**config.mk**
```make
export PLATFORM = sky130hd
export DESIGN_NAME = pong_core
export DESIGN_NICKNAME = d
export VERILOG_FILES = /design/src/rtl/pong_core.sv
export SDC_FILE = /design/constraint.sdc
export NUM_CORES = 1
export LEC_CHECK = 0
export ABC_AREA = 0
export CAP_MARGIN = 30
export CORE_MARGIN = 2
export CORE_UTILIZATION = 30
export CTS_BUF_LIST = sky130_fd_sc_hd__clkbuf_2 sky130_fd_sc_hd__clkbuf_4 sky130_fd_sc_hd__clkbuf_8
export CTS_CLUSTER_DIAMETER = 30
export DETAILED_ROUTE_END_ITERATION = 6
export PLACE_DENSITY = 0.5
export SLEW_MARGIN = 5
export SYNTH_ARGS = -nofsm -noshare
export SYNTH_HDL_FRONTEND = slang
export SYNTH_SLANG_ARGS = --single-unit
```
**constraint.sdc**
```tcl
create_clock -name i_clk -period 2.68 [get_ports i_clk]
set_input_delay 0.536 -clock i_clk [delete_from_list [all_inputs] [get_ports i_clk]]
set_output_delay 0.536 -clock i_clk [all_outputs]
set_load 0.02 [all_outputs]
```
**src/rtl/pong_core.sv**
```systemverilog
// pong_core: two-player Pong engine with one ball, two paddles, scoring and a
// match FSM (IDLE -> SERVE -> PLAY -> POINT -> SERVE ... -> OVER).
// The VGA pixel path asks whether cell (i_col,i_row) is lit. The answer
// appears on o_draw one clock later.
//
// Ports
//   i_clk, i_rst          clock, asynchronous active-high reset
//   i_start               start/restart request (level), honoured in IDLE/OVER
//   i_p1_up, i_p1_down    left paddle buttons (pre-debounced)
//   i_p2_up, i_p2_down    right paddle buttons (pre-debounced)
//   i_row, i_col          cell being scanned
//   o_draw                cell lit (ball or paddle), registered
//   o_ball_direction      [0]=1 moving right, [1]=1 moving down
//   o_p1_score/o_p2_score current scores
//   o_state               IDLE=0 SERVE=1 PLAY=2 POINT=3 OVER=4
//
// Optional feature: define PONG_AI_P2_EN to let the right paddle track the
// ball row on its own. When this is defined, i_p2_up and i_p2_down are ignored.
module pong_core #(
  parameter int GAME_WIDTH    = 40,
  parameter int GAME_HEIGHT   = 30,
  parameter int COORD_W       = 6,
  parameter int PADDLE_HEIGHT = 6,
  parameter int BALL_DIV      = 1250000,
  parameter int PADDLE_DIV    = 625000,
  parameter int SERVE_TICKS   = 40,
  parameter int WIN_SCORE     = 9,
  parameter int SCORE_W       = 4
) (
  input  logic               i_clk,
  input  logic               i_rst,
  input  logic               i_start,
  input  logic               i_p1_up,
  input  logic               i_p1_down,
  input  logic               i_p2_up,
  input  logic               i_p2_down,
  input  logic [COORD_W-1:0] i_row,
  input  logic [COORD_W-1:0] i_col,
  output logic               o_draw,
  output logic [1:0]         o_ball_direction,
  output logic [SCORE_W-1:0] o_p1_score,
  output logic [SCORE_W-1:0] o_p2_score,
  output logic [2:0]         o_state
);

  localparam int BCNT_W = (BALL_DIV > 1) ? $clog2(BALL_DIV) : 1;
  localparam int PCNT_W = (PADDLE_DIV > 1) ? $clog2(PADDLE_DIV) : 1;
  localparam int SCNT_W = (SERVE_TICKS > 1) ? $clog2(SERVE_TICKS) : 1;
  localparam int CW1    = COORD_W + 1;

  localparam logic [COORD_W-1:0] X_CENTRE    = COORD_W'(GAME_WIDTH / 2);
  localparam logic [COORD_W-1:0] Y_CENTRE    = COORD_W'(GAME_HEIGHT / 2);
  localparam logic [COORD_W-1:0] PAD_TOP_RST = COORD_W'((GAME_HEIGHT - PADDLE_HEIGHT) / 2);
  localparam logic [COORD_W-1:0] PAD_TOP_MAX = COORD_W'(GAME_HEIGHT - PADDLE_HEIGHT);
  localparam logic [COORD_W-1:0] X_MAX       = COORD_W'(GAME_WIDTH - 1);
  localparam logic [COORD_W-1:0] X_P2_GATE   = COORD_W'(GAME_WIDTH - 2);
  localparam logic [COORD_W-1:0] X_P2_BOUNCE = COORD_W'(GAME_WIDTH - 3);
  localparam logic [COORD_W-1:0] X_P1_GATE   = COORD_W'(1);
  localparam logic [COORD_W-1:0] X_P1_BOUNCE = COORD_W'(2);
  localparam logic [COORD_W-1:0] Y_MAX       = COORD_W'(GAME_HEIGHT - 1);
  localparam logic [COORD_W-1:0] COORD_ZERO  = {COORD_W{1'b0}};
  localparam logic [COORD_W-1:0] COORD_ONE   = COORD_W'(1);
  localparam logic [CW1-1:0]     PAD_LEN     = CW1'(PADDLE_HEIGHT);
  localparam logic [CW1-1:0]     X_LIMIT     = CW1'(GAME_WIDTH);
  localparam logic [CW1-1:0]     Y_LIMIT     = CW1'(GAME_HEIGHT);
  localparam logic [BCNT_W-1:0]  BALL_LAST   = BCNT_W'(BALL_DIV - 1);
  localparam logic [PCNT_W-1:0]  PAD_LAST    = PCNT_W'(PADDLE_DIV - 1);
  localparam logic [SCNT_W-1:0]  SERVE_LAST  = SCNT_W'(SERVE_TICKS - 1);
  localparam logic [SCORE_W-1:0] SCORE_WIN   = SCORE_W'(WIN_SCORE);
  localparam logic [SCORE_W-1:0] SCORE_ZERO  = {SCORE_W{1'b0}};
  localparam logic [SCORE_W-1:0] SCORE_ONE   = SCORE_W'(1);

  typedef enum logic [2:0] {
    ST_IDLE  = 3'd0,
    ST_SERVE = 3'd1,
    ST_PLAY  = 3'd2,
    ST_POINT = 3'd3,
    ST_OVER  = 3'd4
  } state_e;

  // True when row y lies inside the paddle whose top row is top.
  // The comparison is done one bit wider so that top+length cannot wrap.
  function automatic logic in_span(input logic [COORD_W-1:0] top,
                                   input logic [COORD_W-1:0] y);
    logic [CW1-1:0] y_e;
    logic [CW1-1:0] top_e;
    y_e   = {1'b0, y};
    top_e = {1'b0, top};
    return (y_e >= top_e) && (y_e < (top_e + PAD_LEN));
  endfunction

  // Moves a paddle by one cell and clamps it to the playfield.
  // Pressing both buttons, or neither, holds the paddle.
  function automatic logic [COORD_W-1:0] paddle_step(input logic [COORD_W-1:0] top,
                                                     input logic up,
                                                     input logic down);
    logic [COORD_W-1:0] nxt;
    nxt = top;
    if (up && !down && (top != COORD_ZERO)) begin
      nxt = top - COORD_ONE;
    end else if (down && !up && (top < PAD_TOP_MAX)) begin
      nxt = top + COORD_ONE;
    end else begin
      nxt = top;
    end
    return nxt;
  endfunction

  state_e             state_q, state_d;
  logic [BCNT_W-1:0]  ball_cnt_q, ball_cnt_d;
  logic [PCNT_W-1:0]  pad_cnt_q, pad_cnt_d;
  logic [SCNT_W-1:0]  serve_cnt_q, serve_cnt_d;
  logic [COORD_W-1:0] bx_q, bx_d, by_q, by_d;
  logic [1:0]         dir_q, dir_d;
  logic [COORD_W-1:0] p1_top_q, p1_top_d, p2_top_q, p2_top_d;
  logic [SCORE_W-1:0] p1_score_q, p1_score_d, p2_score_q, p2_score_d;
  logic               p1_point_q, p1_point_d;
  logic               draw_q, draw_d;

  logic               ball_tick_s, pad_tick_s;
  logic               p2_up_s, p2_down_s;
  logic               dir_x_s, dir_y_s;
  logic [COORD_W-1:0] nx_s, ny_s;
  logic [SCORE_W-1:0] p1_inc_s, p2_inc_s;

  assign ball_tick_s = (ball_cnt_q == BALL_LAST);
  assign pad_tick_s  = (pad_cnt_q == PAD_LAST);
  assign p1_inc_s    = p1_score_q + SCORE_ONE;
  assign p2_inc_s    = p2_score_q + SCORE_ONE;

`ifdef PONG_AI_P2_EN
  logic [CW1-1:0] p2_centre_s;
  assign p2_centre_s = {1'b0, p2_top_q} + CW1'(PADDLE_HEIGHT / 2);

  // Automatic right paddle: move the paddle centre one cell toward the ball row.
  always_comb begin
    p2_up_s   = 1'b0;
    p2_down_s = 1'b0;
    if (p2_centre_s < {1'b0, by_q}) begin
      p2_down_s = 1'b1;
    end else if (p2_centre_s > {1'b0, by_q}) begin
      p2_up_s = 1'b1;
    end else begin
      p2_up_s   = 1'b0;
      p2_down_s = 1'b0;
    end
  end
`else
  // Manual right paddle, driven directly by the buttons.
  always_comb begin
    p2_up_s   = i_p2_up;
    p2_down_s = i_p2_down;
  end
`endif

  // Next state for the tick counters, paddles, ball and match FSM.
  always_comb begin
    state_d     = state_q;
    ball_cnt_d  = ball_tick_s ? {BCNT_W{1'b0}} : (ball_cnt_q + BCNT_W'(1));
    pad_cnt_d   = pad_tick_s ? {PCNT_W{1'b0}} : (pad_cnt_q + PCNT_W'(1));
    serve_cnt_d = serve_cnt_q;
    bx_d        = bx_q;
    by_d        = by_q;
    dir_d       = dir_q;
    p1_top_d    = p1_top_q;
    p2_top_d    = p2_top_q;
    p1_score_d  = p1_score_q;
    p2_score_d  = p2_score_q;
    p1_point_d  = p1_point_q;
    dir_x_s     = dir_q[0];
    dir_y_s     = dir_q[1];
    nx_s        = bx_q;
    ny_s        = by_q;

    // Paddles freeze once the match is over.
    if (pad_tick_s && (state_q != ST_OVER)) begin
      p1_top_d = paddle_step(p1_top_q, i_p1_up, i_p1_down);
      p2_top_d = paddle_step(p2_top_q, p2_up_s, p2_down_s);
    end else begin
      p1_top_d = p1_top_q;
      p2_top_d = p2_top_q;
    end

    case (state_q)
      ST_IDLE: begin
        bx_d = X_CENTRE;
        by_d = Y_CENTRE;
        if (i_start) begin
          state_d     = ST_SERVE;
          p1_score_d  = SCORE_ZERO;
          p2_score_d  = SCORE_ZERO;
          serve_cnt_d = {SCNT_W{1'b0}};
        end else begin
          state_d = ST_IDLE;
        end
      end
      ST_SERVE: begin
        bx_d = X_CENTRE;
        by_d = Y_CENTRE;
        if (ball_tick_s) begin
          if (serve_cnt_q == SERVE_LAST) begin
            state_d     = ST_PLAY;
            serve_cnt_d = {SCNT_W{1'b0}};
          end else begin
            serve_cnt_d = serve_cnt_q + SCNT_W'(1);
          end
        end else begin
          serve_cnt_d = serve_cnt_q;
        end
      end
      ST_PLAY: begin
        if (ball_tick_s) begin
          // A wall bounce flips the vertical direction and steps away on the same tick.
          if (((by_q == COORD_ZERO) && !dir_q[1]) || ((by_q == Y_MAX) && dir_q[1])) begin
            dir_y_s = ~dir_q[1];
          end else begin
            dir_y_s = dir_q[1];
          end
          ny_s = dir_y_s ? (by_q + COORD_ONE) : (by_q - COORD_ONE);
          // The paddle check uses the ball row before this step and the
          // paddle position before its own move on this clock.
          if (!dir_q[0] && (bx_q == X_P1_GATE)) begin
            if (in_span(p1_top_q, by_q)) begin
              dir_x_s = 1'b1;
              nx_s    = X_P1_BOUNCE;
            end else begin
              nx_s       = COORD_ZERO;
              state_d    = ST_POINT;
              p1_point_d = 1'b0;
            end
          end else if (dir_q[0] && (bx_q == X_P2_GATE)) begin
            if (in_span(p2_top_q, by_q)) begin
              dir_x_s = 1'b0;
              nx_s    = X_P2_BOUNCE;
            end else begin
              nx_s       = X_MAX;
              state_d    = ST_POINT;
              p1_point_d = 1'b1;
            end
          end else begin
            nx_s = dir_q[0] ? (bx_q + COORD_ONE) : (bx_q - COORD_ONE);
          end
          bx_d  = nx_s;
          by_d  = ny_s;
          dir_d = {dir_y_s, dir_x_s};
        end else begin
          bx_d = bx_q;
        end
      end
      ST_POINT: begin
        // The next serve heads toward the player who lost the point.
        if (p1_point_q) begin
          p1_score_d = p1_inc_s;
          if (p1_inc_s == SCORE_WIN) begin
            state_d = ST_OVER;
          end else begin
            state_d     = ST_SERVE;
            dir_d[0]    = 1'b1;
            bx_d        = X_CENTRE;
            by_d        = Y_CENTRE;
            serve_cnt_d = {SCNT_W{1'b0}};
          end
        end else begin
          p2_score_d = p2_inc_s;
          if (p2_inc_s == SCORE_WIN) begin
            state_d = ST_OVER;
          end else begin
            state_d     = ST_SERVE;
            dir_d[0]    = 1'b0;
            bx_d        = X_CENTRE;
            by_d        = Y_CENTRE;
            serve_cnt_d = {SCNT_W{1'b0}};
          end
        end
      end
      ST_OVER: begin
        if (i_start) begin
          state_d     = ST_SERVE;
          p1_score_d  = SCORE_ZERO;
          p2_score_d  = SCORE_ZERO;
          bx_d        = X_CENTRE;
          by_d        = Y_CENTRE;
          serve_cnt_d = {SCNT_W{1'b0}};
        end else begin
          state_d = ST_OVER;
        end
      end
      default: begin
        state_d = ST_IDLE;
      end
    endcase
  end

  // Pixel query: ball or either paddle at the scanned cell. The ball is hidden in IDLE.
  always_comb begin
    draw_d = 1'b0;
    if (({1'b0, i_col} < X_LIMIT) && ({1'b0, i_row} < Y_LIMIT)) begin
      draw_d = ((state_q != ST_IDLE) && (i_col == bx_q) && (i_row == by_q)) ||
               ((i_col == COORD_ZERO) && in_span(p1_top_q, i_row)) ||
               ((i_col == X_MAX) && in_span(p2_top_q, i_row));
    end else begin
      draw_d = 1'b0;
    end
  end

  // State register for the FSM and datapath.
  always_ff @(posedge i_clk or posedge i_rst) begin
    if (i_rst) begin
      state_q     <= ST_IDLE;
      ball_cnt_q  <= {BCNT_W{1'b0}};
      pad_cnt_q   <= {PCNT_W{1'b0}};
      serve_cnt_q <= {SCNT_W{1'b0}};
      bx_q        <= X_CENTRE;
      by_q        <= Y_CENTRE;
      dir_q       <= 2'b11;
      p1_top_q    <= PAD_TOP_RST;
      p2_top_q    <= PAD_TOP_RST;
      p1_score_q  <= SCORE_ZERO;
      p2_score_q  <= SCORE_ZERO;
      p1_point_q  <= 1'b0;
      draw_q      <= 1'b0;
    end else begin
      state_q     <= state_d;
      ball_cnt_q  <= ball_cnt_d;
      pad_cnt_q   <= pad_cnt_d;
      serve_cnt_q <= serve_cnt_d;
      bx_q        <= bx_d;
      by_q        <= by_d;
      dir_q       <= dir_d;
      p1_top_q    <= p1_top_d;
      p2_top_q    <= p2_top_d;
      p1_score_q  <= p1_score_d;
      p2_score_q  <= p2_score_d;
      p1_point_q  <= p1_point_d;
      draw_q      <= draw_d;
    end
  end

  assign o_draw           = draw_q;
  assign o_ball_direction = dir_q;
  assign o_p1_score       = p1_score_q;
  assign o_p2_score       = p2_score_q;
  assign o_state          = state_q;

endmodule

```
## Word-level counts from Yosys, hierarchy flattened

Index checks and enable logic that the tools add are counted.
Widths: inputs -> output; s select.

| storage, ports and cells | value |
|---|---|
| flip-flop bits (word level) | 86 |
| latch bits | 0 |
| memory bits (writable) | 0 |
| bits in read-only memories | 0 |
| bits of input ports | 19 |
| memories kept | 0 |

| operators by class | value |
|---|---|
| add/sub/neg operators | 15 |
| multipliers | 0 |
| divide/modulo/power cells | 0 |
| $lt $le $gt $ge | 12 |
| eq/ne operators | 32 |
| shift-type cells | 0 |
| multiplexer cells | 66 |
| bitwise logic cells | 1 |
| reduce and logical (&&, ||, !) cells | 56 |

Operators by type and width:

| kind | count |
|---|---|
| $mux 6 | 24 |
| $pmux 6 s4 | 2 |
| $mux 3 | 11 |
| $add 6x1->6 const B | 5 |
| $lt 6x7->1 | 4 |
| $ge 6x6->1 | 4 |
| $ne 3x3->1 const B | 8 |
| $sub 6x1->6 const B | 4 |
| $logic_and 1x1->1 | 22 |
| $add 21x1->21 const B | 1 |
| $eq 21x21->1 const B | 1 |
| $mux 21 | 1 |
| $add 20x1->20 const B | 1 |
| $eq 20x20->1 const B | 1 |
| $mux 20 | 1 |
| $eq 6x6->1 const B | 3 |
| $lt 6x5->1 const B | 3 |
| $pmux 6 s3 | 1 |
| $mux 1 | 17 |
| $ne 2x2->1 const B | 8 |
| $pmux 4 s2 | 2 |
| $pmux 3 s5 | 1 |
| $reduce_and 5->1 | 3 |
| $add 6x3->7 const B | 2 |
| 27 further kinds | 52 |

## Longest topological paths before layout

Gate-level depths: netlist of the first run.

| logic depth | value |
|---|---|
| word-level depth | 9 |
| mapped depth | 12 |
| depth with buffers taken out | 12 |

## Least setup slack after synthesis of the first run

No wires, ideal clock.

| timing path | value |
|---|---|
| kind | register -> register |
| start | register p2_top_q[2] |
| end | register dir_q[0], in the netlist o_ball_direction[0] |
| library setup time | 82 ps |
| arrival | 2702 ps |
| required time | 2598 ps |
| path slack | -104 ps |
| cell stages (with the launch flop) | 12 |
| buffers on the path | 0 |
| clock period less this slack | 2784 ps |
| cells stage by stage | dfstp_2 > inv_1 > ha_1 > xor2_1 > ha_1 > a21oi_1 > o21ai_0 > maj3_1 > a311o_1 > nor2_2 > o221ai_2 > mux2_4 |

| between the ends | value |
|---|---|
| word-level cells in the longest chain between the ends | 5 |
| elaborated cells on any way between the ends | 6 |

Ends and longest elaborated chain:

| element | line | text |
|---|---|---|
| start, declared | 115 | `logic [COORD_W-1:0] p1_top_q, p1_top_d, p2_top_q, p2_top_d;` |
| start signal, assigned | 331 | `p2_top_q <= p2_top_d;` |
| $add 6x3->7 | 89 | `return (y_e >= top_e) && (y_e < (top_e + PAD_LEN));` |
| $lt 6x7->1 | 89 |  |
| $logic_and 1x1->1 (*) | 89 |  |
| $ne 3x3->1 (no source line) (*) | - |  |
| $reduce_and 7->1 (no source line) (*) | - |  |
| end signal, assigned | 329 | `dir_q <= dir_d;` |
| end, declared | 114 | `logic [1:0] dir_q, dir_d;` |

Mark *: on every way between the ends. The rest lies on a longest branch, timed or not.
A chain may end at the register's enable or synchronous reset.

## Worst setup path after layout of the first run

| timing path | value |
|---|---|
| start | register p1_top_q[2] |
| end | register dir_q[0], in the netlist o_ball_direction[0] |

| between the ends | value |
|---|---|
| word-level cells in the longest chain between the ends | 5 |
| elaborated cells on any way between the ends | 6 |

Ends and longest elaborated chain:

| element | line | text |
|---|---|---|
| start, declared | 115 |  |
| start signal, assigned | 330 | `p1_top_q <= p1_top_d;` |
| $add 6x3->7 | 89 |  |
| $lt 6x7->1 | 89 |  |
| $logic_and 1x1->1 (*) | 89 |  |
| $ne 3x3->1 (no source line) (*) | - |  |
| $reduce_and 7->1 (no source line) (*) | - |  |

Marks and branches as above.

==> results of run 1 <==
flip-flops by register name, summed over array words and instances (netlist names):
| register | count |
|---|---|
| p1_top_q | 6 |
| o_draw | 1 |
| o_state | 3 |
| p1_point_q | 1 |
| p2_top_q | 6 |
| o_p2_score | 4 |
| by_q | 6 |
| o_p1_score | 4 |
| o_ball_direction | 2 |
| ball_cnt_q | 21 |
| bx_q | 6 |
| serve_cnt_q | 6 |
| pad_cnt_q | 20 |
final timing paths:
| path | start | to | slack (ns) | depth (start not counted) |
|---|---|---|---|---|
| min | pad_cnt_q[0]$_DFF_PP0_ | pad_cnt_q[0]$_DFF_PP0_ | 0.48 | 1 |
| max reg2reg | p1_top_q[2]$_DFFE_PP1P_ | o_ball_direction[0]$_DFFE_PP1P_ | 0.07 | 11 |
| min in group asynchronous | i_rst | pad_cnt_q[12]$_DFF_PP0_ | 0.49 | 2 |
| max in group asynchronous | i_rst | o_ball_direction[0]$_DFFE_PP1P_ | 1.48 | 3 |
| min reg2reg | pad_cnt_q[0]$_DFF_PP0_ | pad_cnt_q[0]$_DFF_PP0_ | 0.48 | 1 |
| max | p1_top_q[2]$_DFFE_PP1P_ | o_ball_direction[0]$_DFFE_PP1P_ | 0.07 | 11 |
synthesized netlist by cell type (3+ instances only):
library cell | count | area [µm²]
sky130_fd_sc_hd__dfrtp_1 | 74 | 1850
sky130_fd_sc_hd__nand2_1 | 67 | 251
sky130_fd_sc_hd__ha_1 | 65 | 813
sky130_fd_sc_hd__nor2_1 | 60 | 225
sky130_fd_sc_hd__o21ai_0 | 48 | 240
sky130_fd_sc_hd__xnor2_1 | 41 | 359
sky130_fd_sc_hd__nand3_1 | 39 | 195
sky130_fd_sc_hd__inv_1 | 34 | 128
sky130_fd_sc_hd__xor2_1 | 33 | 289
sky130_fd_sc_hd__a21oi_1 | 24 | 120
sky130_fd_sc_hd__a21o_1 | 13 | 97.6
sky130_fd_sc_hd__dfstp_2 | 12 | 315
sky130_fd_sc_hd__nand2b_1 | 12 | 75.1
sky130_fd_sc_hd__and3_1 | 11 | 68.8
sky130_fd_sc_hd__nand4_1 | 11 | 68.8
sky130_fd_sc_hd__clkbuf_1 | 7 | 26.3
sky130_fd_sc_hd__nor2b_1 | 7 | 43.8
sky130_fd_sc_hd__nor4_1 | 7 | 43.8
sky130_fd_sc_hd__o31ai_1 | 6 | 45.0
sky130_fd_sc_hd__nor3_1 | 5 | 25.0
sky130_fd_sc_hd__o21ai_1 | 5 | 25.0
sky130_fd_sc_hd__and2_1 | 4 | 25.0
sky130_fd_sc_hd__o21bai_1 | 4 | 30.0
sky130_fd_sc_hd__a2111oi_0 | 3 | 26.3
sky130_fd_sc_hd__a22o_1 | 3 | 26.3
sky130_fd_sc_hd__and4_1 | 3 | 26.3
sky130_fd_sc_hd__fa_1 | 3 | 60.1
sky130_fd_sc_hd__o2bb2ai_1 | 3 | 26.3
where the power goes:
group          total [mW]  switching (mW)  internal (mW)
logic               0.300           0.171          0.130
clock network       0.890           0.483          0.408
registers            1.37          0.0437           1.33
logic make-up after synthesis:
| group | Yosys count | synth area share [%] |
|---|---|---|
| AOI/OAI and AO/OA | 133 | 14.5 |
| xor gates and xnor gates | 74 | 10.9 |
| adders and majority gates | 70 | 15.0 |
| buffers and inverters | 42 | 2.66 |
| DFF | 86 | 36.3 |
| muxes | 3 | 0.587 |
| and+or+nand+nor | 242 | 20.1 |
stage by stage:
stage / setup TNS, ns / worst slack (ns)
finish: 0 / 0.0653
floorplan: -0.0171 / -0.0171
detailed placement: -0.280 / -0.134
global placement: -0.0891 / -0.0869
CTS: -0.139 / -0.135
global route: -0.125 / -0.0709
final cells by class:
class	instances	area share (%)
sequential	86	29.9
clock buffer	13	2.29
multi-input combinational	522	51.5
timing repair buffer	81	9.66
clock inverter	3	0.259
inverter	34	1.81
tap	265	4.57
what timing repair did:
action / 4_1_cts / 5_1_grt
gates cloned: 0 / 0
buffers inserted: 1 / 6
gates resized for setup: 13 / 10
pin swaps: 12 / 14
endpoints found under the setup margin: 3 / 5
routing by layer:
layer | vias up | track usage [%] | wire, µm
met2 | 53 | 24.9 | 7050
li1 | 2464 | - | -
met1 | 2344 | 18.0 | 6790
met4 | 0 | 3.47 | 188
met3 | 14 | 3.55 | 427
met5 | - | 0 | 0
==> results_tabular.tex, run 1 <==
\begin{tabular}{lr}
\hline
Metric & Value \\
\hline
\multicolumn{2}{l}{\textbf{Finish}} \\
\quad Post-layout net count & 821 \\
\quad Total inserted antenna cells & 0 \\
\quad Area of the multi-input gates & 3740 µm² \\
\quad Share of cells above drive strength 1 & 14.3\% \\
\quad Share of the core filled with cells & 37.3\% \\
\quad Area added between synthesis and finish & 21.5\% \\
\quad Final cell area excluding filler cells & 7250 µm² \\
\quad Leading cell type in the layout, fill and taps excluded & sky130\_fd\_sc\_hd\_\_dfrtp\_1 \\
\quad Combined flip-flop and latch cell area & 2170 µm² \\
\quad Leading cell types in the layout, fill and taps excluded & 74 x sky130\_fd\_sc\_hd\_\_dfrtp\_1, 66 x sky130\_fd\_sc\_hd\_\_nand2\_1, 62 x sky130\_fd\_sc\_hd\_\_ha\_1 \\
\quad Count of non-filler cells in the finished layout & 1004 \\
\quad Filler cells & 1982 \\
\multicolumn{2}{l}{\textbf{Routing}} \\
\quad Drt via density & 4.86 \\
\quad Number of vias in the routed layout & 4875 \\
\quad First-pass iteration count of the detailed router & 6 \\
\quad Initial drt markers & 228 \\
\quad Total Wirelength & 14500 µm \\
\quad Final routed DRC violation total & 0 \\
\quad Drt wl/cell & 14.4 µm \\
\quad Remaining antenna violation count & 0 \\
\multicolumn{2}{l}{\textbf{Die}} \\
\quad Horizontal die dimension & 145 µm \\
\quad Cell row count & 51 \\
\quad DIE HEIGHT & 145 µm \\
\quad Number of placed I/O pins & 33 \\
\quad Initial standard-cell utilization of the core & 30.7\% \\
\quad Area of the die & 21000 µm² \\
\quad Area of the core & 19500 µm² \\
\multicolumn{2}{l}{\textbf{Logic synthesis}} \\
\quad Most used flip-flop cell after synthesis & sky130\_fd\_sc\_hd\_\_dfrtp\_1 \\
\quad Post-Syn Nets & 737 \\
\quad Share of flip-flops with an asynchronous set or reset & 100\% \\
\quad Share of the yosys chip area belonging to registers & 36.3\% \\
\quad Synth warn & 0 \\
\quad Instance count of the mapped netlist & 650 \\
\quad Avg Cell Area, Syn & 9.18 µm² \\
\quad Number of enable flip-flop cells after synthesis & 0 \\
\quad Cell area after technology mapping & 5970 µm² \\
\quad Register bit total from synthesis & 86 \\
\quad Count of cell types in the netlist & 63 \\
\multicolumn{2}{l}{\textbf{Place}} \\
\quad Number of placed instances with taps included & 981 \\
\quad Count of port buffers added during placement & 32 \\
\quad DP Wirelength & 10800 µm \\
\quad Placed Area & 6920 µm² \\
\quad Placer congestion estimate & 0.835 \\
\multicolumn{2}{l}{\textbf{Critical path}} \\
\quad Worst endpoint required time & 2.99 ns \\
\quad Endpoint kind of the worst setup timing path & flop \\
\quad Crit path buf inv count & 1 \\
\quad Category of the worst setup path launch point & flop \\
\quad Cell-by-cell trace of the critical path & inv\_2 -> ha\_4 -> xor2\_2 -> ha\_1 -> a21oi\_2 -> o21ai\_1 -> maj3\_2 -> a311o\_1 -> nand2\_2 -> o221ai\_2 -> mux2\_4 \\
\quad Top Family by Delay on Critical Path & adder cells \\
\quad Worst-path fanout max & 3 \\
\quad Critical Path Slowest Stage Cell & sky130\_fd\_sc\_hd\_\_dfstp\_2 \\
\quad Worst Setup Path Type & flop to flop \\
\quad Largest stage delay on the critical path & 0.55 ns \\
\quad Data arrival time of the critical path & 2.92 ns \\
\multicolumn{2}{l}{\textbf{STA}} \\
\quad Highest clock rate & 382 MHz \\
\quad Final setup violation count & 0 \\
\quad Slew @ Worst Pin & 0.742 ns \\
\quad Final Max Tran Viols & 0 \\
\quad WHS & 0.484 ns \\
\quad Final Hold Fails & 0 \\
\quad Final critical-path required period & 2.61 ns \\
\quad Final critical-path share of the clock period & 97.6\% \\
\quad Unrepaired setup endpoints after global routing & yes \\
\quad Worst slew margin & 50.5\% \\
\quad Clock Skew & 0.0135 ns \\
\multicolumn{2}{l}{\textbf{Clock network}} \\
\quad Clock buffer depth & 2 \\
\quad Clock Latency Late Sink & 0.38 ns \\
\quad Hold bufs inserted after CTS & 0 \\
\quad Worst-path clk slew & 0.09 ns \\
\quad Number of H-tree branching levels & 3 \\
\quad Root cell of the clock tree & sky130\_fd\_sc\_hd\_\_clkbuf\_8 \\
\quad Num Clock Sinks & 86 \\
\quad Number of buffers added by the clock tree synthesis step & 9 \\
\quad CTS tree & built \\
\multicolumn{2}{l}{\textbf{Pwr}} \\
\quad Cell Pwr Density & 353 nW/µm² \\
\quad Worst vdd ir & 0.190 mV \\
\quad Total Power & 2.56 mW \\
\quad Static leakage power & 3.19 nW \\
\multicolumn{2}{l}{\textbf{Min path}} \\
\quad Class of the tightest hold or removal check & flop to flop \\
\multicolumn{2}{l}{\textbf{Global routing}} \\
\quad First-pass GRT wire length & 24800 µm \\
\quad Global route total overflow & 0 \\
\quad Via count of the first global-routing pass & 5086 \\
\quad Total global-route track usage & 14.4\% \\
\quad Largest net degree at the start of global routing & 72 \\
\quad Initial antenna violation count & 0 \\
\multicolumn{2}{l}{\textbf{Run status}} \\
\quad Status & completed \\
\multicolumn{2}{l}{\textbf{Flow run}} \\
\quad Max-cap violations & 0 \\
\hline
\end{tabular}
(Power assumes the default switching activity.)
==> run 2: changes to the inputs <==
--- a/config.mk
+++ b/config.mk
@@ -7,13 +7,12 @@
 export LEC_CHECK = 0
 export ABC_AREA = 0
 export CAP_MARGIN = 30
-export CORE_MARGIN = 2
 export CORE_UTILIZATION = 30
 export CTS_BUF_LIST = sky130_fd_sc_hd__clkbuf_2 sky130_fd_sc_hd__clkbuf_4 sky130_fd_sc_hd__clkbuf_8
 export CTS_CLUSTER_DIAMETER = 30
 export DETAILED_ROUTE_END_ITERATION = 6
 export PLACE_DENSITY = 0.5
-export SLEW_MARGIN = 5
+export SLEW_MARGIN = 20
 export SYNTH_ARGS = -nofsm -noshare
 export SYNTH_HDL_FRONTEND = slang
 export SYNTH_SLANG_ARGS = --single-unit
==> run 2 against run 1 <==
The run now ends with negative setup slack left. Critical path depth stayed put. Register-to-register slack worse by 0.09 ns. Wire length rose by 1.2%. Clock skew is 0.0014 ns lower. Sequential power about the same. Hold slack hardly changed. Final cell count decreased by 0.20%. Count of clock-buffer cells in the layout is 2 lower. Critical endpoint unchanged.
==> results_tabular.tex, run 2 (synthesized netlist as in run 1, its figures left out) <==
\begin{tabular}{lr}
\hline
Metric & Value \\
\hline
\multicolumn{2}{l}{\textbf{Run status}} \\
\quad Status & finished with violations \\
\quad Failing checks & negative setup slack \\
\multicolumn{2}{l}{\textbf{Place}} \\
\quad Placer congestion estimate & 0.820 (-1.8\%) \\
\quad Count of port buffers added during placement & 32 (unchanged) \\
\quad DP Wirelength & 11100 µm (+2.6\%) \\
\quad Pre-CTS setup slack & -0.130 ns (+0.00409 ns) \\
\quad Number of placed instances with taps included & 981 (unchanged) \\
\multicolumn{2}{l}{\textbf{Finish}} \\
\quad Combined flip-flop and latch cell area & 2170 µm² (unchanged) \\
\quad Leading cell type in the layout, fill and taps excluded & sky130\_fd\_sc\_hd\_\_dfrtp\_1 \\
\quad Post-layout net count & 819 (-0.24\%) \\
\quad Total inserted antenna cells & 0 (unchanged) \\
\quad Count of non-filler cells in the finished layout & 1002 (-0.20\%) \\
\quad Share of cells above drive strength 1 & 13.8\% (-0.50 points) \\
\quad Largest registers & ball\_cnt\_q: 21 flops, pad\_cnt\_q: 20 flops \\
\quad Filler cells & 1957 (-1.3\%) \\
\quad Register ranked first by flip-flop count & ball\_cnt\_q \\
\quad Leading cell types in the layout, fill and taps excluded & 74 x sky130\_fd\_sc\_hd\_\_dfrtp\_1, 67 x sky130\_fd\_sc\_hd\_\_nand2\_1, 63 x sky130\_fd\_sc\_hd\_\_ha\_1 \\
\quad Share of the core filled with cells & 37.2\% (-0.064 points) \\
\quad Area added between synthesis and finish & 21.3\% \\
\quad Max FFs per register & 21 (unchanged) \\
\quad Area of the multi-input gates & 3710 µm² (-0.74\%) \\
\multicolumn{2}{l}{\textbf{Critical path}} \\
\quad Critical Path Slowest Stage Cell & sky130\_fd\_sc\_hd\_\_dfstp\_2 \\
\quad Crit path buf inv count & 1 (unchanged) \\
\quad Cell-by-cell trace of the critical path & inv\_2 -> ha\_4 -> xor2\_2 -> ha\_1 -> a21oi\_1 -> o21ai\_1 -> maj3\_2 -> a311o\_1 -> nor2\_2 -> o221ai\_2 -> mux2\_4 \\
\quad Top Family by Delay on Critical Path & adder cells \\
\quad Worst endpoint required time & 2.99 ns (about the same) \\
\quad Category of the worst setup path launch point & flop \\
\quad Worst-path fanout max & 3 (unchanged) \\
\quad Endpoint kind of the worst setup timing path & flop \\
\quad Data arrival time of the critical path & 3.02 ns (+0.10 ns) \\
\quad Worst Setup Path Type & flop to flop \\
\quad Largest stage delay on the critical path & 0.54 ns (about the same) \\
\multicolumn{2}{l}{\textbf{STA}} \\
\quad Worst slew margin & 48.6\% (-2.0 points) \\
\quad Slack of the critical path & -0.0268 ns (-0.0922 ns) \\
\quad Final critical-path share of the clock period & 101\% (+3.4 points) \\
\quad Final Max Tran Viols & 0 (unchanged) \\
\quad Final setup violation count & 1 (+1) \\
\quad Highest clock rate & 369 MHz (-3.4\%) \\
\quad Clock Skew & 0.0121 ns (-0.00145 ns) \\
\quad Unrepaired setup endpoints after global routing & yes \\
\quad Final critical-path required period & 2.71 ns (+0.0922 ns) \\
\quad Slew @ Worst Pin & 0.772 ns (+0.0299 ns) \\
\quad Final Hold Fails & 0 (unchanged) \\
\multicolumn{2}{l}{\textbf{Clock network}} \\
\quad CTS tree & built \\
\quad Clock Latency Late Sink & 0.38 ns (about the same) \\
\quad Hold bufs inserted after CTS & 0 (unchanged) \\
\quad Worst-path clk slew & 0.09 ns (about the same) \\
\quad Root cell of the clock tree & sky130\_fd\_sc\_hd\_\_clkbuf\_8 \\
\quad Number of H-tree branching levels & 3 (unchanged) \\
\quad Num Clock Sinks & 86 (unchanged) \\
\quad Number of buffers added by the clock tree synthesis step & 9 (unchanged) \\
\quad Clock buffer depth & 2 (unchanged) \\
\multicolumn{2}{l}{\textbf{Pwr}} \\
\quad Static leakage power & 3.19 nW (about the same) \\
\quad Cell Pwr Density & 364 nW/µm² (+3.2\%) \\
\quad Worst vdd ir & 0.197 mV (+3.7\%) \\
\multicolumn{2}{l}{\textbf{Routing}} \\
\quad Total Wirelength & 14600 µm (+1.2\%) \\
\quad Initial drt markers & 253 (+11\%) \\
\quad Final routed DRC violation total & 0 (unchanged) \\
\quad Drt via density & 4.84 (-0.29\%) \\
\quad Remaining antenna violation count & 0 (unchanged) \\
\quad Drt wl/cell & 14.6 µm (+1.4\%) \\
\quad First-pass iteration count of the detailed router & 4 (-2) \\
\quad Number of vias in the routed layout & 4851 (-0.49\%) \\
\multicolumn{2}{l}{\textbf{Die}} \\
\quad Cell row count & 51 (unchanged) \\
\quad DIE HEIGHT & 143 µm (-1.4\%) \\
\quad Initial standard-cell utilization of the core & 30.7\% (unchanged) \\
\quad Number of placed I/O pins & 33 (unchanged) \\
\quad Horizontal die dimension & 143 µm (-1.4\%) \\
\quad Area of the core & 19500 µm² (unchanged) \\
\quad Area of the die & 20500 µm² (-2.7\%) \\
\multicolumn{2}{l}{\textbf{Flow run}} \\
\quad Max-cap violations & 0 (unchanged) \\
\multicolumn{2}{l}{\textbf{Min path}} \\
\quad Class of the tightest hold or removal check & flop to flop \\
\multicolumn{2}{l}{\textbf{Global routing}} \\
\quad Initial antenna violation count & 0 (unchanged) \\
\quad Total global-route track usage & 15.2\% (+0.79 points) \\
\quad First-pass GRT wire length & 24300 µm (-1.9\%) \\
\quad Global route total overflow & 0 (unchanged) \\
\quad Via count of the first global-routing pass & 4838 (-4.9\%) \\
\quad Largest net degree at the start of global routing & 35 (-51\%) \\
\hline
\end{tabular}
-- run 2: worst reg2reg max path: stages, from the launching register on --
cell	delay (ns)
sky130_fd_sc_hd__dfstp_2	0.54
sky130_fd_sc_hd__inv_2	0.05
sky130_fd_sc_hd__ha_4	0.16
sky130_fd_sc_hd__xor2_2	0.15
sky130_fd_sc_hd__ha_1	0.30
sky130_fd_sc_hd__a21oi_1	0.15
sky130_fd_sc_hd__o21ai_1	0.09
sky130_fd_sc_hd__maj3_2	0.30
sky130_fd_sc_hd__a311o_1	0.34
sky130_fd_sc_hd__nor2_2	0.14
sky130_fd_sc_hd__o221ai_2	0.11
sky130_fd_sc_hd__mux2_4	0.31
-- run 2: power breakdown --
part           switching [mW]  internal (mW)
Combinational           0.174          0.135
Clock                   0.490          0.469
Sequential             0.0444           1.33
Total                   0.708           1.93
-- run 2: worst paths after layout --
check                                      startpoint                              end  slack, ns  cells after the start
max                           p2_top_q[2]$_DFFE_PP1P_  o_ball_direction[0]$_DFFE_PP1P_      -0.03                     11
min                        serve_cnt_q[5]$_DFFE_PP0P_       serve_cnt_q[5]$_DFFE_PP0P_       0.48                      1
max reg2reg                   p2_top_q[2]$_DFFE_PP1P_  o_ball_direction[0]$_DFFE_PP1P_      -0.03                     11
min reg2reg                serve_cnt_q[5]$_DFFE_PP0P_       serve_cnt_q[5]$_DFFE_PP0P_       0.48                      1
max in group asynchronous                       i_rst          p2_top_q[3]$_DFFE_PP1P_       1.59                      3
min in group asynchronous                       i_rst           pad_cnt_q[9]$_DFF_PP0_       0.50                      2
-- run 2: cell type report --
class	count	area share, %
clock inverters	5	0.795
inverters	34	1.81
repair buffers	79	9.64
flip-flops and latches	86	29.9
clock buffers	11	2.00
multi-input cells	522	51.2
well taps	265	4.58
-- run 2: what timing repair did --
action,in CTS,in global routing
setup buffers,0,5
gates resized for setup,13,7
setup endpoints to repair,3,7
pin swaps,8,6
-- run 2: metal layers --
metal	track usage, %	share of wire [%]	vias up
li1	-	-	2459
met1	19.6	47	2337
met2	25.7	49	39
met3	3.02	2.7	16
met4	4.02	1.3	0
met5	0	0	-
-- run 2: through the flow --
stage	cell area [µm²]	total power, mW	hold WS, ns	TNS (ns)
final	7240	2.64	0.484	-0.0268
after global placement	6930	1.70	0.465	-0.0962
after detailed placement	6930	1.70	0.471	-0.384
after CTS	7180	2.69	0.489	-0.0472
after floorplan	5970	1.57	0.442	-0.0171
after global routing	7240	2.79	0.501	-0.221
==> run 3: changes to the inputs <==
--- a/config.mk
+++ b/config.mk
@@ -7,6 +7,7 @@
 export LEC_CHECK = 0
 export ABC_AREA = 0
 export CAP_MARGIN = 30
+export CORE_MARGIN = 5
 export CORE_UTILIZATION = 30
 export CTS_BUF_LIST = sky130_fd_sc_hd__clkbuf_2 sky130_fd_sc_hd__clkbuf_4 sky130_fd_sc_hd__clkbuf_8
 export CTS_CLUSTER_DIAMETER = 30
==> run 3 against run 2 <==
The run now ends clean. Sequential share of layout area fell by 0.52 points. Count of clock-buffer cells in the layout decreased by 1. Power increased by 4.1%.
==> results_tabular.tex, run 3 (synthesized netlist as in run 1, its figures left out) <==
\begin{tabular}{lr}
\hline
Metric & Value \\
\hline
\multicolumn{2}{l}{\textbf{Run status}} \\
\quad Status & completed \\
\multicolumn{2}{l}{\textbf{Clock network}} \\
\quad Worst-path clk slew & 0.09 ns (about the same) \\
\quad CTS tree & built \\
\quad Clock Latency Late Sink & 0.37 ns (about the same) \\
\quad Number of buffers added by the clock tree synthesis step & 9 (unchanged) \\
\quad Clock buffer depth & 2 (unchanged) \\
\quad Num Clock Sinks & 86 (unchanged) \\
\quad Number of H-tree branching levels & 3 (unchanged) \\
\quad Hold bufs inserted after CTS & 0 (unchanged) \\
\quad Root cell of the clock tree & sky130\_fd\_sc\_hd\_\_clkbuf\_8 \\
\multicolumn{2}{l}{\textbf{Global routing}} \\
\quad Initial antenna violation count & 0 (unchanged) \\
\quad First-pass GRT wire length & 24300 µm (-0.14\%) \\
\quad Total global-route track usage & 13.4\% (-1.8 points) \\
\quad Largest net degree at the start of global routing & 39 (+11\%) \\
\quad Via count of the first global-routing pass & 4918 (+1.7\%) \\
\quad Global route total overflow & 0 (unchanged) \\
\multicolumn{2}{l}{\textbf{Finish}} \\
\quad Leading cell types in the layout, fill and taps excluded & 74 x sky130\_fd\_sc\_hd\_\_dfrtp\_1, 66 x sky130\_fd\_sc\_hd\_\_nand2\_1, 62 x sky130\_fd\_sc\_hd\_\_ha\_1 \\
\quad Area added between synthesis and finish & 23.5\% \\
\quad Count of non-filler cells in the finished layout & 1011 (+0.90\%) \\
\quad Share of the core filled with cells & 37.7\% (+0.53 points) \\
\quad Share of cells above drive strength 1 & 15.7\% (+1.8 points) \\
\quad Max FFs per register & 21 (unchanged) \\
\quad Filler cells & 1987 (+1.5\%) \\
\quad Leading cell type in the layout, fill and taps excluded & sky130\_fd\_sc\_hd\_\_dfrtp\_1 \\
\quad Post-layout net count & 828 (+1.1\%) \\
\quad Largest registers & ball\_cnt\_q: 21 flops, pad\_cnt\_q: 20 flops \\
\quad Total inserted antenna cells & 0 (unchanged) \\
\quad Register ranked first by flip-flop count & ball\_cnt\_q \\
\multicolumn{2}{l}{\textbf{Routing}} \\
\quad Remaining antenna violation count & 0 (unchanged) \\
\quad First-pass iteration count of the detailed router & 5 (+1) \\
\quad Drt wl/cell & 14.6 µm (-0.40\%) \\
\quad Drt via density & 4.91 (+1.4\%) \\
\quad Final routed DRC violation total & 0 (unchanged) \\
\quad Total Wirelength & 14700 µm (+0.49\%) \\
\quad Number of vias in the routed layout & 4962 (+2.3\%) \\
\quad Initial drt markers & 228 (-9.9\%) \\
\multicolumn{2}{l}{\textbf{Place}} \\
\quad Count of port buffers added during placement & 32 (unchanged) \\
\quad Placer congestion estimate & 0.798 (-2.7\%) \\
\quad Number of placed instances with taps included & 982 (+0.10\%) \\
\quad DP Wirelength & 11000 µm (-0.64\%) \\
\multicolumn{2}{l}{\textbf{Critical path}} \\
\quad Worst Setup Path Type & flop to flop \\
\quad R2R Path End & o\_ball\_direction[0]\$\_DFFE\_PP1P\_ \\
\quad Data arrival time of the critical path & 2.97 ns (-0.05 ns) \\
\quad Destination of the critical timing path & o\_ball\_direction[0]\$\_DFFE\_PP1P\_ \\
\quad Worst Reg2Reg Path Length in Cells & 11 (unchanged) \\
\quad Source of the critical timing path & p1\_top\_q[2]\$\_DFFE\_PP1P\_ \\
\quad Cell-by-cell trace of the critical path & inv\_2 -> ha\_4 -> xor2\_2 -> ha\_1 -> a21oi\_2 -> o21ai\_1 -> maj3\_2 -> a311o\_1 -> nand2\_2 -> o221ai\_2 -> mux2\_4 \\
\quad Crit path buf inv count & 1 (unchanged) \\
\quad Crit. path cell count & 11 (unchanged) \\
\quad Worst endpoint required time & 2.98 ns (about the same) \\
\quad Worst reg2reg path startpoint & p1\_top\_q[2]\$\_DFFE\_PP1P\_ \\
\quad Endpoint kind of the worst setup timing path & flop \\
\quad Setup slack of the worst register-to-register path & 0.01 ns (+0.04 ns) \\
\quad Category of the worst setup path launch point & flop \\
\quad Largest stage delay on the critical path & 0.55 ns (about the same) \\
\quad Critical Path Slowest Stage Cell & sky130\_fd\_sc\_hd\_\_dfstp\_2 \\
\quad Top Family by Delay on Critical Path & adder cells \\
\quad Worst-path fanout max & 3 (unchanged) \\
\multicolumn{2}{l}{\textbf{STA}} \\
\quad Unrepaired setup endpoints after global routing & yes \\
\quad Final-layout setup total negative slack & 0 ns (+0.0268 ns) \\
\quad Clock Skew & 0.00719 ns (-0.00488 ns) \\
\quad Final Max Tran Viols & 0 (unchanged) \\
\quad Highest clock rate & 375 MHz (+1.4\%) \\
\quad Final critical-path share of the clock period & 99.6\% (-1.4 points) \\
\quad Final critical-path required period & 2.67 ns (-0.0377 ns) \\
\quad Worst slew margin & 49.3\% (+0.79 points) \\
\quad WHS & 0.483 ns (-0.000973 ns) \\
\quad Final setup violation count & 0 (-1) \\
\quad Final Hold Fails & 0 (unchanged) \\
\quad Slew @ Worst Pin & 0.760 ns (-0.0119 ns) \\
\multicolumn{2}{l}{\textbf{Die}} \\
\quad DIE HEIGHT & 151 µm (+5.6\%) \\
\quad Horizontal die dimension & 151 µm (+5.6\%) \\
\quad Initial standard-cell utilization of the core & 30.6\% (-0.10 points) \\
\quad Cell row count & 51 (unchanged) \\
\quad Number of placed I/O pins & 33 (unchanged) \\
\quad Area of the core & 19500 µm² (+0.33\%) \\
\quad Area of the die & 22800 µm² (+11\%) \\
\multicolumn{2}{l}{\textbf{Pwr}} \\
\quad Total Power & 2.75 mW (+4.1\%) \\
\quad Static leakage power & 3.23 nW (+1.5\%) \\
\quad Worst vdd ir & 0.266 mV (+35\%) \\
\quad Cell Pwr Density & 373 nW/µm² (+2.3\%) \\
\multicolumn{2}{l}{\textbf{Flow run}} \\
\quad Max-cap violations & 0 (unchanged) \\
\multicolumn{2}{l}{\textbf{Min path}} \\
\quad Class of the tightest hold or removal check & flop to flop \\
\hline
\end{tabular}
## run 3: layer usage
metal | wire length, µm | up-vias | track usage [%]
met5 | 0 | - | 0
met4 | 327 | 0 | 5.62
met3 | 540 | 24 | 2.45
met2 | 7030 | 76 | 22.2
met1 | 6820 | 2382 | 17.2
li1 | - | 2480 | -
## run 3: layout make-up
cell class	instances	area, µm²	share of cell area, %
timing repair buffer	88	769	10.4
clock buffer	10	138	1.87
multi-input combinational	522	3740	50.7
inverter	34	131	1.78
clock inverter	6	92.6	1.26
sequential	86	2170	29.4
tap	265	332	4.50
## run 3: worst min path at each step
stage	start	end	slack [ns]	depth (start not counted)
after floorplan	serve_cnt_q[5]$_DFFE_PP0P_	serve_cnt_q[5]$_DFFE_PP0P_	0.44	1
after global placement	serve_cnt_q[5]$_DFFE_PP0P_	serve_cnt_q[5]$_DFFE_PP0P_	0.46	1
after detailed placement	serve_cnt_q[5]$_DFFE_PP0P_	serve_cnt_q[5]$_DFFE_PP0P_	0.47	1
after CTS	serve_cnt_q[5]$_DFFE_PP0P_	serve_cnt_q[5]$_DFFE_PP0P_	0.49	1
after global routing	pad_cnt_q[0]$_DFF_PP0_	pad_cnt_q[0]$_DFF_PP0_	0.51	1
final	pad_cnt_q[0]$_DFF_PP0_	pad_cnt_q[0]$_DFF_PP0_	0.48	1
## run 3: report_power, final
group,internal [mW],switching [mW]
Sequential,1.33,0.0456
Clock,0.559,0.515
Combinational,0.133,0.168
## run 3: through the flow
stage                     area (µm²)  setup WS (ns)
final                           7370         0.0109
after global placement          6940        -0.0885
after detailed placement        6940         -0.117
after global routing            7370         -0.101
after floorplan                 5970        -0.0171
after CTS                       7260         -0.115
## run 3: worst reg2reg max path, delay by kind of cell, from the launching register on
family          cells  cell delay, ns
xor+xnor            1            0.18
fa+ha+maj           3            0.80
buf+inv             1            0.05
compound gates      4            0.63
mux                 1            0.31
flops               1            0.55
simple gates        1            0.10
## run 3: timing repair
action	CTS	global route
buffers inserted	6	7
pin swaps	13	10
setup endpoints to repair	3	5
gates resized for setup	14	14
cloned	0	0
